$ cat src/rtl/qr_pkg.sv
// ============================================================================
// Module  : qr_pkg
// Brief   : Shared types and defaults for the FIFO vector reader.
// Revision: 1.0 - initial release
// ============================================================================
`default_nettype none

package qr_pkg;

  localparam int unsigned c_DEF_DATA_WIDTH = 16;

  typedef enum logic [1:0] {
    IDLE   = 2'd0,
    RUN    = 2'd1,
    FINISH = 2'd2
  } rd_state_t;

endpackage

`default_nettype wire

$ cat src/rtl/fifo_vec_reader.sv
// ============================================================================
// Module  : fifo_vec_reader
// Brief   : Drains num_vec vectors of VECTOR_LEN words from a FIFO controller
//           into a registered valid/ready stream with per-vector last marking.
// Revision: 1.0 - initial release
// ============================================================================
`default_nettype none

module fifo_vec_reader
  import qr_pkg::*;
#(
  parameter int unsigned DATA_WIDTH = c_DEF_DATA_WIDTH,
  parameter int unsigned VECTOR_LEN = 4,
  parameter int unsigned CNT_WIDTH  = 8
) (
  input  logic                  clk,
  input  logic                  reset,
  input  logic                  start,
  input  logic [CNT_WIDTH-1:0]  num_vec,
  input  logic                  empty,
  input  logic [DATA_WIDTH-1:0] r_data,
  output logic                  rd,
  output logic [DATA_WIDTH-1:0] out_data,
  output logic                  out_valid,
  input  logic                  out_ready,
  output logic                  out_last,
  output logic                  busy,
  output logic                  done
);

  localparam int unsigned c_IDX_W = $clog2(VECTOR_LEN);
  localparam int unsigned c_POP_W = CNT_WIDTH + c_IDX_W;
  localparam logic [c_IDX_W-1:0] c_LAST_IDX = c_IDX_W'(VECTOR_LEN - 1);

  rd_state_t             r_state;
  rd_state_t             w_state_next;
  logic [CNT_WIDTH-1:0]  r_vec_left;
  logic [c_IDX_W-1:0]    r_elem_idx;
  logic [c_POP_W-1:0]    r_popped;
  logic [c_POP_W-1:0]    r_total;
  logic [DATA_WIDTH-1:0] r_out_data;
  logic                  r_out_valid;

  logic                  w_accept;
  logic                  w_rd;
  logic                  w_out_last;
  logic [c_POP_W-1:0]    w_total;

  // Pop-side and accept-side are tracked separately: r_popped bounds rd,
  // r_elem_idx/r_vec_left follow the element sitting in the output register.
  assign w_total    = c_POP_W'(num_vec) * c_POP_W'(VECTOR_LEN);
  assign w_accept   = r_out_valid && out_ready;
  assign w_out_last = r_out_valid && (r_elem_idx == c_LAST_IDX);
  assign w_rd       = (r_state == RUN) && !empty && (!r_out_valid || out_ready)
                      && (r_popped < r_total);

  always_comb begin
    w_state_next = r_state;
    case (r_state)
      IDLE: begin
        if (start) begin
          w_state_next = (num_vec == '0) ? FINISH : RUN;
        end
      end
      RUN: begin
        if (w_accept && w_out_last && (r_vec_left == CNT_WIDTH'(1))) begin
          w_state_next = FINISH;
        end
      end
      FINISH:  w_state_next = IDLE;
      default: w_state_next = IDLE;
    endcase
  end

  always_ff @(posedge clk or negedge reset) begin
    if (!reset) begin
      r_state    <= IDLE;
      r_vec_left <= '0;
      r_elem_idx <= '0;
      r_popped   <= '0;
      r_total    <= '0;
    end else begin
      r_state <= w_state_next;
      case (r_state)
        IDLE: begin
          if (start) begin
            r_vec_left <= num_vec;
            r_elem_idx <= '0;
            r_popped   <= '0;
            r_total    <= w_total;
          end
        end
        RUN: begin
          if (w_rd) begin
            r_popped <= r_popped + c_POP_W'(1);
          end
          if (w_accept) begin
            if (r_elem_idx == c_LAST_IDX) begin
              r_elem_idx <= '0;
              r_vec_left <= r_vec_left - CNT_WIDTH'(1);
            end else begin
              r_elem_idx <= r_elem_idx + c_IDX_W'(1);
            end
          end
        end
        default: ;
      endcase
    end
  end

  // A pop in the same cycle as acceptance refills the register, so no bubble.
  always_ff @(posedge clk or negedge reset) begin
    if (!reset) begin
      r_out_data  <= '0;
      r_out_valid <= 1'b0;
    end else if (w_rd) begin
      r_out_data  <= r_data;
      r_out_valid <= 1'b1;
    end else if (w_accept) begin
      r_out_valid <= 1'b0;
    end
  end

  assign rd        = w_rd;
  assign out_data  = r_out_data;
  assign out_valid = r_out_valid;
  assign out_last  = w_out_last;
  assign busy      = (r_state == RUN) || (r_state == FINISH);
  assign done      = (r_state == FINISH);

endmodule

`default_nettype wire

$ cat config.mk
export PLATFORM = sky130hd
export DESIGN_NAME = fifo_vec_reader
export DESIGN_NICKNAME = d
export VERILOG_FILES = /design/src/rtl/qr_pkg.sv /design/src/rtl/fifo_vec_reader.sv
export SDC_FILE = /design/constraint.sdc
export NUM_CORES = 1
export LEC_CHECK = 0
export CAP_MARGIN = 20
export CORE_MARGIN = 1.5
export CORE_UTILIZATION = 38
export CTS_BUF_LIST = sky130_fd_sc_hd__clkbuf_8
export DETAILED_ROUTE_END_ITERATION = 10
export SYNTH_ARGS = -nofsm -noshare
export SYNTH_HDL_FRONTEND = slang
export SYNTH_SLANG_ARGS = --single-unit
$ cat constraint.sdc
create_clock -name clk -period 6.5 [get_ports clk]
set_input_delay 0.975 -clock clk [delete_from_list [all_inputs] [get_ports clk]]
set_output_delay 0.975 -clock clk [all_outputs]
set_load 0.01 [all_outputs]
==> impl_metrics.ini, run 1 <==
[detailed_routing]
dr_total_vias = 2364
ant_nets = 0
wl_per_cell_um = 13.7
viasPerCell = 5.13
drc = 0
finalWirelength_mm = 6.34
dr.pass1.iters = 4
drtIter0Drc = 115

[worst_setup_path]
start_kind = input port
critPathMaxFanout = 23
path_class = in -> out
ff2ff_path_depth = 9
required_ns = 5.52
end_kind = output pin
cp.arrival_ns = 3.79

[cells_and_area]
drive_gt1_share_pct = 7.12
n_antenna_cell = 0
finish.net_count = 407
areaGrowthSynthToFinish_pct = 25.3
fillers = 664
regArea_mm2 = 0.00118
multi_input_area_mm2 = 0.00144

[synth]
synth_largest_area_cell = dfrtp_1
ys_seq_area_share_pct = 42.9
synth.most_common_cell = nand2_1
ys_types = 45
synth_top_area_share_pct = 42.9
synth.area.top_cells = dfrtp_1, nand2_1, ha_1
synth_edf_count = 0
syn-cell-area_mm2 = 0.00274
ys.flop_type = dfrtp_1
netlist_instances = 319
ys_ff_latch = 47
netlist_top_cells_count = nand2_1, dfrtp_1, nor2_1
async_flop_share_pct = 100
ys_warn_count = 0
synth.net_count = 362
syn_avg_cell_area_um2 = 8.59

[timing]
fin_crit_sh_pct = 73.4
worst_slew_pin_slew_ns = 0.938
min_period_ns = 4.77
slew_headroom_pct = 37.3
fin_ws_ns = 1.73
maxSlewViolCount = 0
hold_violations = 0
fin_worst_skew_ns = 0.00692
setup_viol = 0
rsz0062_at_grt = false
max_freq_ghz = 0.210
fin_tns_setup_ns = 0

[clock_network]
clk_latency_ns = 0.30
cts.path.max_buffers = 2
postCtsSetupRepairBufs = 0
clkTransAtPathRegs_ns = 0.09
tritoncts = yes
cts_num_sinks = 47
cts_root_buf = clkbuf_8
cts_buffers = 5
cts_hold_buffers = 0
post_cts_resized = 0
htree_levels = 2

[floorplanning]
design.core.area_mm2 = 0.00687
die_area_mm2 = 0.00773
die_w_um = 87.9
die-height_um = 87.9
io_pins = 50
rows = 30
start_util_pct = 39.9

[status]
status = completed

[hold_path]
hold_class = reg -> reg
min_path_cells = 2

[global_route]
grt_use_total_pct = 17.4
grt_pass1_wl_mm = 10.6
grt_start_max_net_pins = 48
grt_pass1_vias = 2255
antenna_found_initial = 0
grt_overflow = 0

[placement]
hpwl_mm = 4.54
dp_slack_ns = 1.73
globalplace.congestion = 0.835
port_buffers = 49

[run]
max_cap_viol_count = 0

[power]
p_leak_nw = 1.57
vdd_ir_drop_max_mv = 0.185
p_per_area_mw_per_mm2 = 402
## where the power goes
group          total, mW  switching, mW  internal [mW]
combinational      0.640          0.344          0.296
clock              0.232          0.105          0.127
sequential         0.506         0.0920          0.414
## worst paths after layout
kind | to | slack [ns] | startpoint
worst max register to register | r_popped[4]$_DFFE_PN0P_ | 3.35 | r_popped[4]$_DFFE_PN0P_
worst max-delay path | rd | 1.73 | out_ready
worst min-delay path | out_data[14]$_DFFE_PN0P_ | 0.48 | out_data[14]$_DFFE_PN0P_
worst min register to register | out_data[14]$_DFFE_PN0P_ | 0.48 | out_data[14]$_DFFE_PN0P_
min in group asynchronous | r_popped[2]$_DFFE_PN0P_ | 0.75 | reset
max in group asynchronous | r_popped[3]$_DFFE_PN0P_ | 5.33 | reset
## critical path, cell delays in order
cell             delay, ns
clkdlybuf4s50_1       0.49
nand2b_1              0.18
nand2_1               0.12
a211oi_4              0.60
nand2_2               0.43
inv_1                 0.13
buf_4                 0.27
clkdlybuf4s50_1       0.59
## layout by cell type, fill, tap and decap left out, drive strengths merged, types with 2 or more instances in the layout
cell type,n
a211oi,3
a21oi,19
a31oi,6
and2,4
and3,7
and4,2
buf,4
clkbuf,6
clkdlybuf4s50,48
dfrtp,47
ha,14
inv,19
mux2,10
mux2i,5
nand2,74
nand2b,7
nand3,10
nand4,2
nor2,22
nor2b,6
nor3,5
nor4,3
o211ai,5
o21a,3
o21ai,13
o22a,2
o22ai,2
o311ai,2
or3,2
## layout make-up
class                   instances  share of cell area (%)
well taps                      96                    3.50
repair buffers                 52                    14.8
inverters                      18                    1.97
clock buffers                   6                    2.41
flip-flops and latches         47                    34.3
multi-input cells             240                    41.9
clock inverters                 2                    1.13
## metal layers
layer / routed length (um) / track usage, % / up-vias / share of wire, %
li1: - / - / 1192 / -
met1: 2950 / 24.0 / 1130 / 46
met2: 3100 / 28.2 / 40 / 49
met3: 256 / 3.02 / 2 / 4.0
met4: 29 / 4.91 / 0 / 0.46
met5: 0 / 0 / - / 0
## state kept, by name (all words and copies together), names as in the netlist
signal,cells
out_valid,1
r_total,8
out_data,16
r_vec_left,8
r_state,2
r_popped,10
r_elem_idx,2
## through the flow
stage | power, mW | cell area (um^2) | utilization (%) | hold WS, ns | instances
after floorplan | 0.916 | 2740 | - | 0.471 | 319
after global placement | 1.15 | 3310 | 48.2 | 0.456 | 453
after detailed placement | 1.16 | 3310 | 48.2 | 0.461 | 453
after CTS | 1.40 | 3430 | 50.0 | 0.485 | 461
after global routing | 1.51 | 3430 | 50.0 | 0.506 | 461
final | 1.38 | 3430 | 50.0 | 0.479 | 461
## cell families (layout without fill, tap and decap cells)
logic type	Yosys count	after routing	synth area share, %
AO/OA/AOI/OAI	64	64	15.6
flip-flops	47	47	42.9
buffers and inverters	32	78	4.52
AND/OR/NAND/NOR	147	147	24.6
multiplexers	15	15	5.94
adder cells (fa/ha/maj)	14	14	6.40
No activity file was read; power rests on OpenSTA's default activity.
==> run 2, diff against run 1 <==
Clock period 6.5 ns to 4.93 ns, I/O delays scaled along.
==> run 2 against run 1 <==
  * First-iteration DRC count down 33%
  * Register-to-register slack got worse by 1.2 ns
  * Sequential power up 32%
  * Global-route usage grew 0.66 points
  * Clock power rose by 19%
==> impl_metrics.ini, run 2 (synthesized netlist as in run 1, its figures left out) <==
[timing]
slew_headroom_pct = 66.3
fin_tns_setup_ns = 0
fin_crit_sh_pct = 73.3
fin_worst_skew_ns = 0.00602
setup_viol = 0
rsz0062_at_grt = false
max_freq_ghz = 0.277
worst_slew_pin_slew_ns = 0.505
hold_violations = 0
min_period_ns = 3.61
maxSlewViolCount = 0

[clock_network]
postCtsSetupRepairBufs = 0
clkTransAtPathRegs_ns = 0.08
tritoncts = yes
cts_buffers = 5
cts_num_sinks = 47
post_cts_resized = 0
cts.path.max_buffers = 2
cts_root_buf = clkbuf_8
htree_levels = 2
cts_hold_buffers = 0
clk_latency_ns = 0.30

[power]
switching_share_pct = 39.3
p_per_area_mw_per_mm2 = 522
vdd_ir_drop_max_mv = 0.275
combPwrFrac_pct = 47.5
sequentialPowerShare_pct = 37.2
p_switching_uw = 707
clockPowerShare_pct = 15.4
p_leak_nw = 1.58
p_int_mw = 1.09

[cells_and_area]
final_cell_mix = nand2_1, clkdlybuf4s50_1, dfrtp_1, nor2_1
areaGrowthSynthToFinish_pct = 25.9
layout_commonest_cell = nand2_1
drive_gt1_share_pct = 7.36
largest_reg_flops = 16
finalInstanceArea_mm2 = 0.00345
finish.net_count = 410
fillers = 643
n_antenna_cell = 0

[global_route]
grt_use_total_pct = 18.1
antenna_found_initial = 0
grt_pass1_wl_mm = 10.8
grt_overflow = 0
grt_pass1_vias = 2271
grt_start_max_net_pins = 43

[worst_setup_path]
cp.arrival_ns = 2.87
ff2ff_path_depth = 11
crit_path_max_incr_delay_ns = 0.53
required_ns = 4.19
crit_path_cell_trace = clkdlybuf4s50_1, nand2b_1, nand2_1, a211oi_4, buf_4, nand2_2, buf_4, inv_1, clkdlybuf4s50_1
crit_slowest_cell = clkdlybuf4s50_1
worstSetupPathDepth = 9
crit_buf_inv = 5
rr_endpoint = r_popped[4]$_DFFE_PN0P_
critPathMaxFanout = 23
crit_family = buffers and inverters
end_kind = output pin
path_class = in -> out
reg2reg_slack_ns = 2.19
start_kind = input port
r2r_start = r_popped[4]$_DFFE_PN0P_

[detailed_routing]
dr.pass1.iters = 4
viasPerCell = 5.22
dr_total_vias = 2417
drc = 0
ant_nets = 0
drtIter0Drc = 77
finalWirelength_mm = 6.49
wl_per_cell_um = 14.0

[floorplanning]
start_util_pct = 39.9
io_pins = 50
die-height_um = 87.9
design.core.area_mm2 = 0.00687
rows = 30
die_w_um = 87.9
die_area_mm2 = 0.00773

[run]
max_cap_viol_count = 0

[placement]
placed_area_mm2 = 0.00335
globalplace.congestion = 0.798
port_buffers = 49
hpwl_mm = 4.70

[status]
status = completed

[hold_path]
hold_class = in -> async
-- run 2: cell count changes in the layout (fill, tap and decap cells not counted), sizes merged --
cell	change
clkbuf	-1
buf	+3
-- run 2: power groups by stage --
stage / Clock [mW] / Combinational [mW] / Sequential [mW]
2_1_floorplan: 0 / 0.530 / 0.678
3_3_place_gp: 0 / 0.846 / 0.675
3_5_place_dp: 0 / 0.864 / 0.677
4_1_cts: 0.285 / 0.867 / 0.670
5_1_grt: 0.301 / 0.968 / 0.693
6_report: 0.276 / 0.854 / 0.669
-- run 2: layout make-up --
class	count	area [um^2]	area share, %
clock buffer	5	68.8	2.00
clock inverter	2	33.8	0.980
inverter	18	67.6	1.96
multi-input combinational	240	1440	41.7
sequential	47	1180	34.1
tap	96	120	3.48
timing repair buffer	55	543	15.7
-- run 2: worst max-delay path by stage --
stage | startpoint | end | slack (ns)
global route | r_popped[4]$_DFFE_PN0P_ | rd | 1.17
global placement | out_ready | rd | 1.33
CTS | out_ready | rd | 1.31
floorplan | r_popped[4]$_DFFE_PN0P_ | rd | 2.29
finish | out_ready | rd | 1.32
detailed placement | out_ready | rd | 1.31
-- run 2: worst reg2reg max path, delay by kind of cell (launching register included) --
kind	cells	cell delay, ns
AND/OR/NAND/NOR	1	0.06
buffers and inverters	4	0.82
AO/OA/AOI/OAI	4	0.70
flip-flops	1	0.47
adder cells (fa/ha/maj)	1	0.35
multiplexers	1	0.23
-- run 2: routing by layer --
metal | up-vias | track usage [%] | part of all wire, %
li1 | 1201 | - | -
met1 | 1170 | 23.9 | 48
met2 | 39 | 30.1 | 48
met3 | 7 | 3.30 | 3.0
met4 | 0 | 5.63 | 1.2
met5 | - | 0 | 0
-- run 2: per-stage QoR --
step / hold WS [ns] / util, % / worst slack [ns] / power [mW] / instances
floorplan: 0.444 / - / 2.29 / 1.21 / 319
global placement: 0.458 / 48.4 / 1.33 / 1.52 / 455
detailed placement: 0.463 / 48.7 / 1.31 / 1.54 / 456
CTS: 0.412 / 50.2 / 1.31 / 1.82 / 463
global route: 0.422 / 50.2 / 1.17 / 1.96 / 463
finish: 0.398 / 50.2 / 1.32 / 1.80 / 463
==> run 3, diff against run 2 <==
Clock period 4.93 ns to 3.2 ns, I/O delays scaled along.
==> run 3 against run 2 <==
  * Flip-flop and latch count is the same
  * Hold slack worse by 0.20 ns
  * Power up 55%
  * Clock power increased by 51%
  * Critical path type is now reg -> out
  * Largest power group unchanged
  * Critical endpoint unchanged
  * Critical path depth fell by 2
  * Highest routed layer unchanged
  * Sequential share of layout area fell by 0.11 points
  * Largest cell class unchanged
  * Register-to-register slack worse by 1.5 ns
  * Non-clock buffer count rose by 3
==> impl_metrics.ini, run 3 (synthesized netlist as in run 1, its figures left out) <==
[cells_and_area]
largest_reg_flops = 16
layout_commonest_cell = nand2_1
areaGrowthSynthToFinish_pct = 26.3
drive_gt1_share_pct = 8.63
fin_cells = 467
fin_util_pct = 50.4
finish.net_count = 413
final_cell_mix = nand2_1, clkdlybuf4s50_1, dfrtp_1, nor2_1, a21oi_1
n_antenna_cell = 0

[placement]
dp.cells = 459
globalplace.congestion = 0.864
dp_slack_ns = 0.475
hpwl_mm = 4.78
port_buffers = 49

[worst_setup_path]
rr_endpoint = r_popped[4]$_DFFE_PN0P_
start_kind = register
crit_slowest_cell = clkdlybuf4s50_1
cp.arrival_ns = 2.48
path_class = reg -> out
r2r_start = r_popped[4]$_DFFE_PN0P_
reg2reg_slack_ns = 0.72
critPathMaxFanout = 9
crit_path_cell_trace = ha_1, a211oi_2, o21ai_2, a211oi_4, nand2_2, inv_1, clkdlybuf4s50_1
ff2ff_path_depth = 8
required_ns = 2.72
crit_path_max_incr_delay_ns = 0.54
end_kind = output pin

[clock_network]
postCtsSetupRepairBufs = 0
clkTransAtPathRegs_ns = 0.10
cts.path.max_buffers = 2
post_cts_resized = 0
cts_root_buf = clkbuf_8
clk_latency_ns = 0.30
cts_num_sinks = 47
tritoncts = yes
htree_levels = 2
cts_buffers = 5
cts_hold_buffers = 0

[power]
clockPowerShare_pct = 14.9
p_per_area_mw_per_mm2 = 806
p_switching_mw = 1.12
p_int_mw = 1.67
switching_share_pct = 40.3
p_leak_nw = 1.58
vdd_ir_drop_max_mv = 0.520
sequentialPowerShare_pct = 36.9
combPwrFrac_pct = 48.2

[floorplanning]
design.core.area_mm2 = 0.00687
start_util_pct = 39.9
die_w_um = 87.9
die-height_um = 87.9
rows = 30
die_area_mm2 = 0.00773
io_pins = 50

[global_route]
grt_overflow = 0
grt_start_max_net_pins = 29
grt_pass1_vias = 2357
antenna_found_initial = 0
grt_pass1_wl_mm = 11.4
grt_use_total_pct = 19.0

[detailed_routing]
drc = 0
finalWirelength_mm = 6.73
viasPerCell = 5.21
drtIter0Drc = 162
dr.pass1.iters = 4
ant_nets = 0
wl_per_cell_um = 14.4
dr_total_vias = 2433

[timing]
setup_viol = 0
fin_tns_setup_ns = 0
hold-worst-slack_ns = 0.199
fin_crit_sh_pct = 92.4
worst_slew_pin_slew_ns = 0.667
fin_worst_skew_ns = 0.0100
fin_ws_ns = 0.243
max_freq_ghz = 0.338
maxSlewViolCount = 0
hold_violations = 0
slew_headroom_pct = 55.6
rsz0062_at_grt = false
min_period_ns = 2.96

[run]
max_cap_viol_count = 0

[status]
status = completed

[hold_path]
hold_class = in -> async
[run 3: how the worst max path moves through the flow]
stage                       startpoint  endpoint  cells after the start
2_1_floorplan  r_popped[4]$_DFFE_PN0P_        rd                      7
3_3_place_gp                 out_ready        rd                      7
3_5_place_dp                 out_ready        rd                      7
4_1_cts        r_popped[4]$_DFFE_PN0P_        rd                      7
5_1_grt        r_popped[4]$_DFFE_PN0P_        rd                      7
6_report       r_popped[4]$_DFFE_PN0P_        rd                      7
[run 3: power by group through the flow]
stage          logic (mW)  clock network (mW)  registers (mW)
4_1_cts              1.36               0.423            1.03
2_1_floorplan       0.817                   0            1.04
3_3_place_gp         1.33                   0            1.04
5_1_grt              1.51               0.449            1.07
6_report             1.34               0.416            1.03
3_5_place_dp         1.36                   0            1.04
[run 3: per-stage QoR]
step                      total power, mW  area (um^2)
after global placement               2.37         3360
after detailed placement             2.40         3360
final                                2.79         3460
after CTS                            2.81         3460
after floorplan                      1.86         2740
after global routing                 3.03         3460
[run 3: area by class of cell]
type / instances / area (um^2)
clock buffer: 7 / 96.3
clock inverter: 1 / 7.51
fill: 676 / 3410
inverter: 18 / 67.6
multi-input combinational: 240 / 1440
sequential: 47 / 1180
tap: 96 / 120
timing repair buffer: 58 / 553
[run 3: critical path, delay by kind of cell (launching register included)]
kind                     cells  cell delay (ns)
AO/OA/AOI/OAI                3             0.63
flip-flops                   1             0.48
AND/OR/NAND/NOR              1             0.08
adder cells (fa/ha/maj)      1             0.35
buffers and inverters        2             0.63
[run 3: metal layers]
layer / track usage, % / wire, um
met5: 0 / 0
met4: 5.77 / 97
met2: 29.8 / 3190
met3: 3.39 / 262
met1: 26.7 / 3180
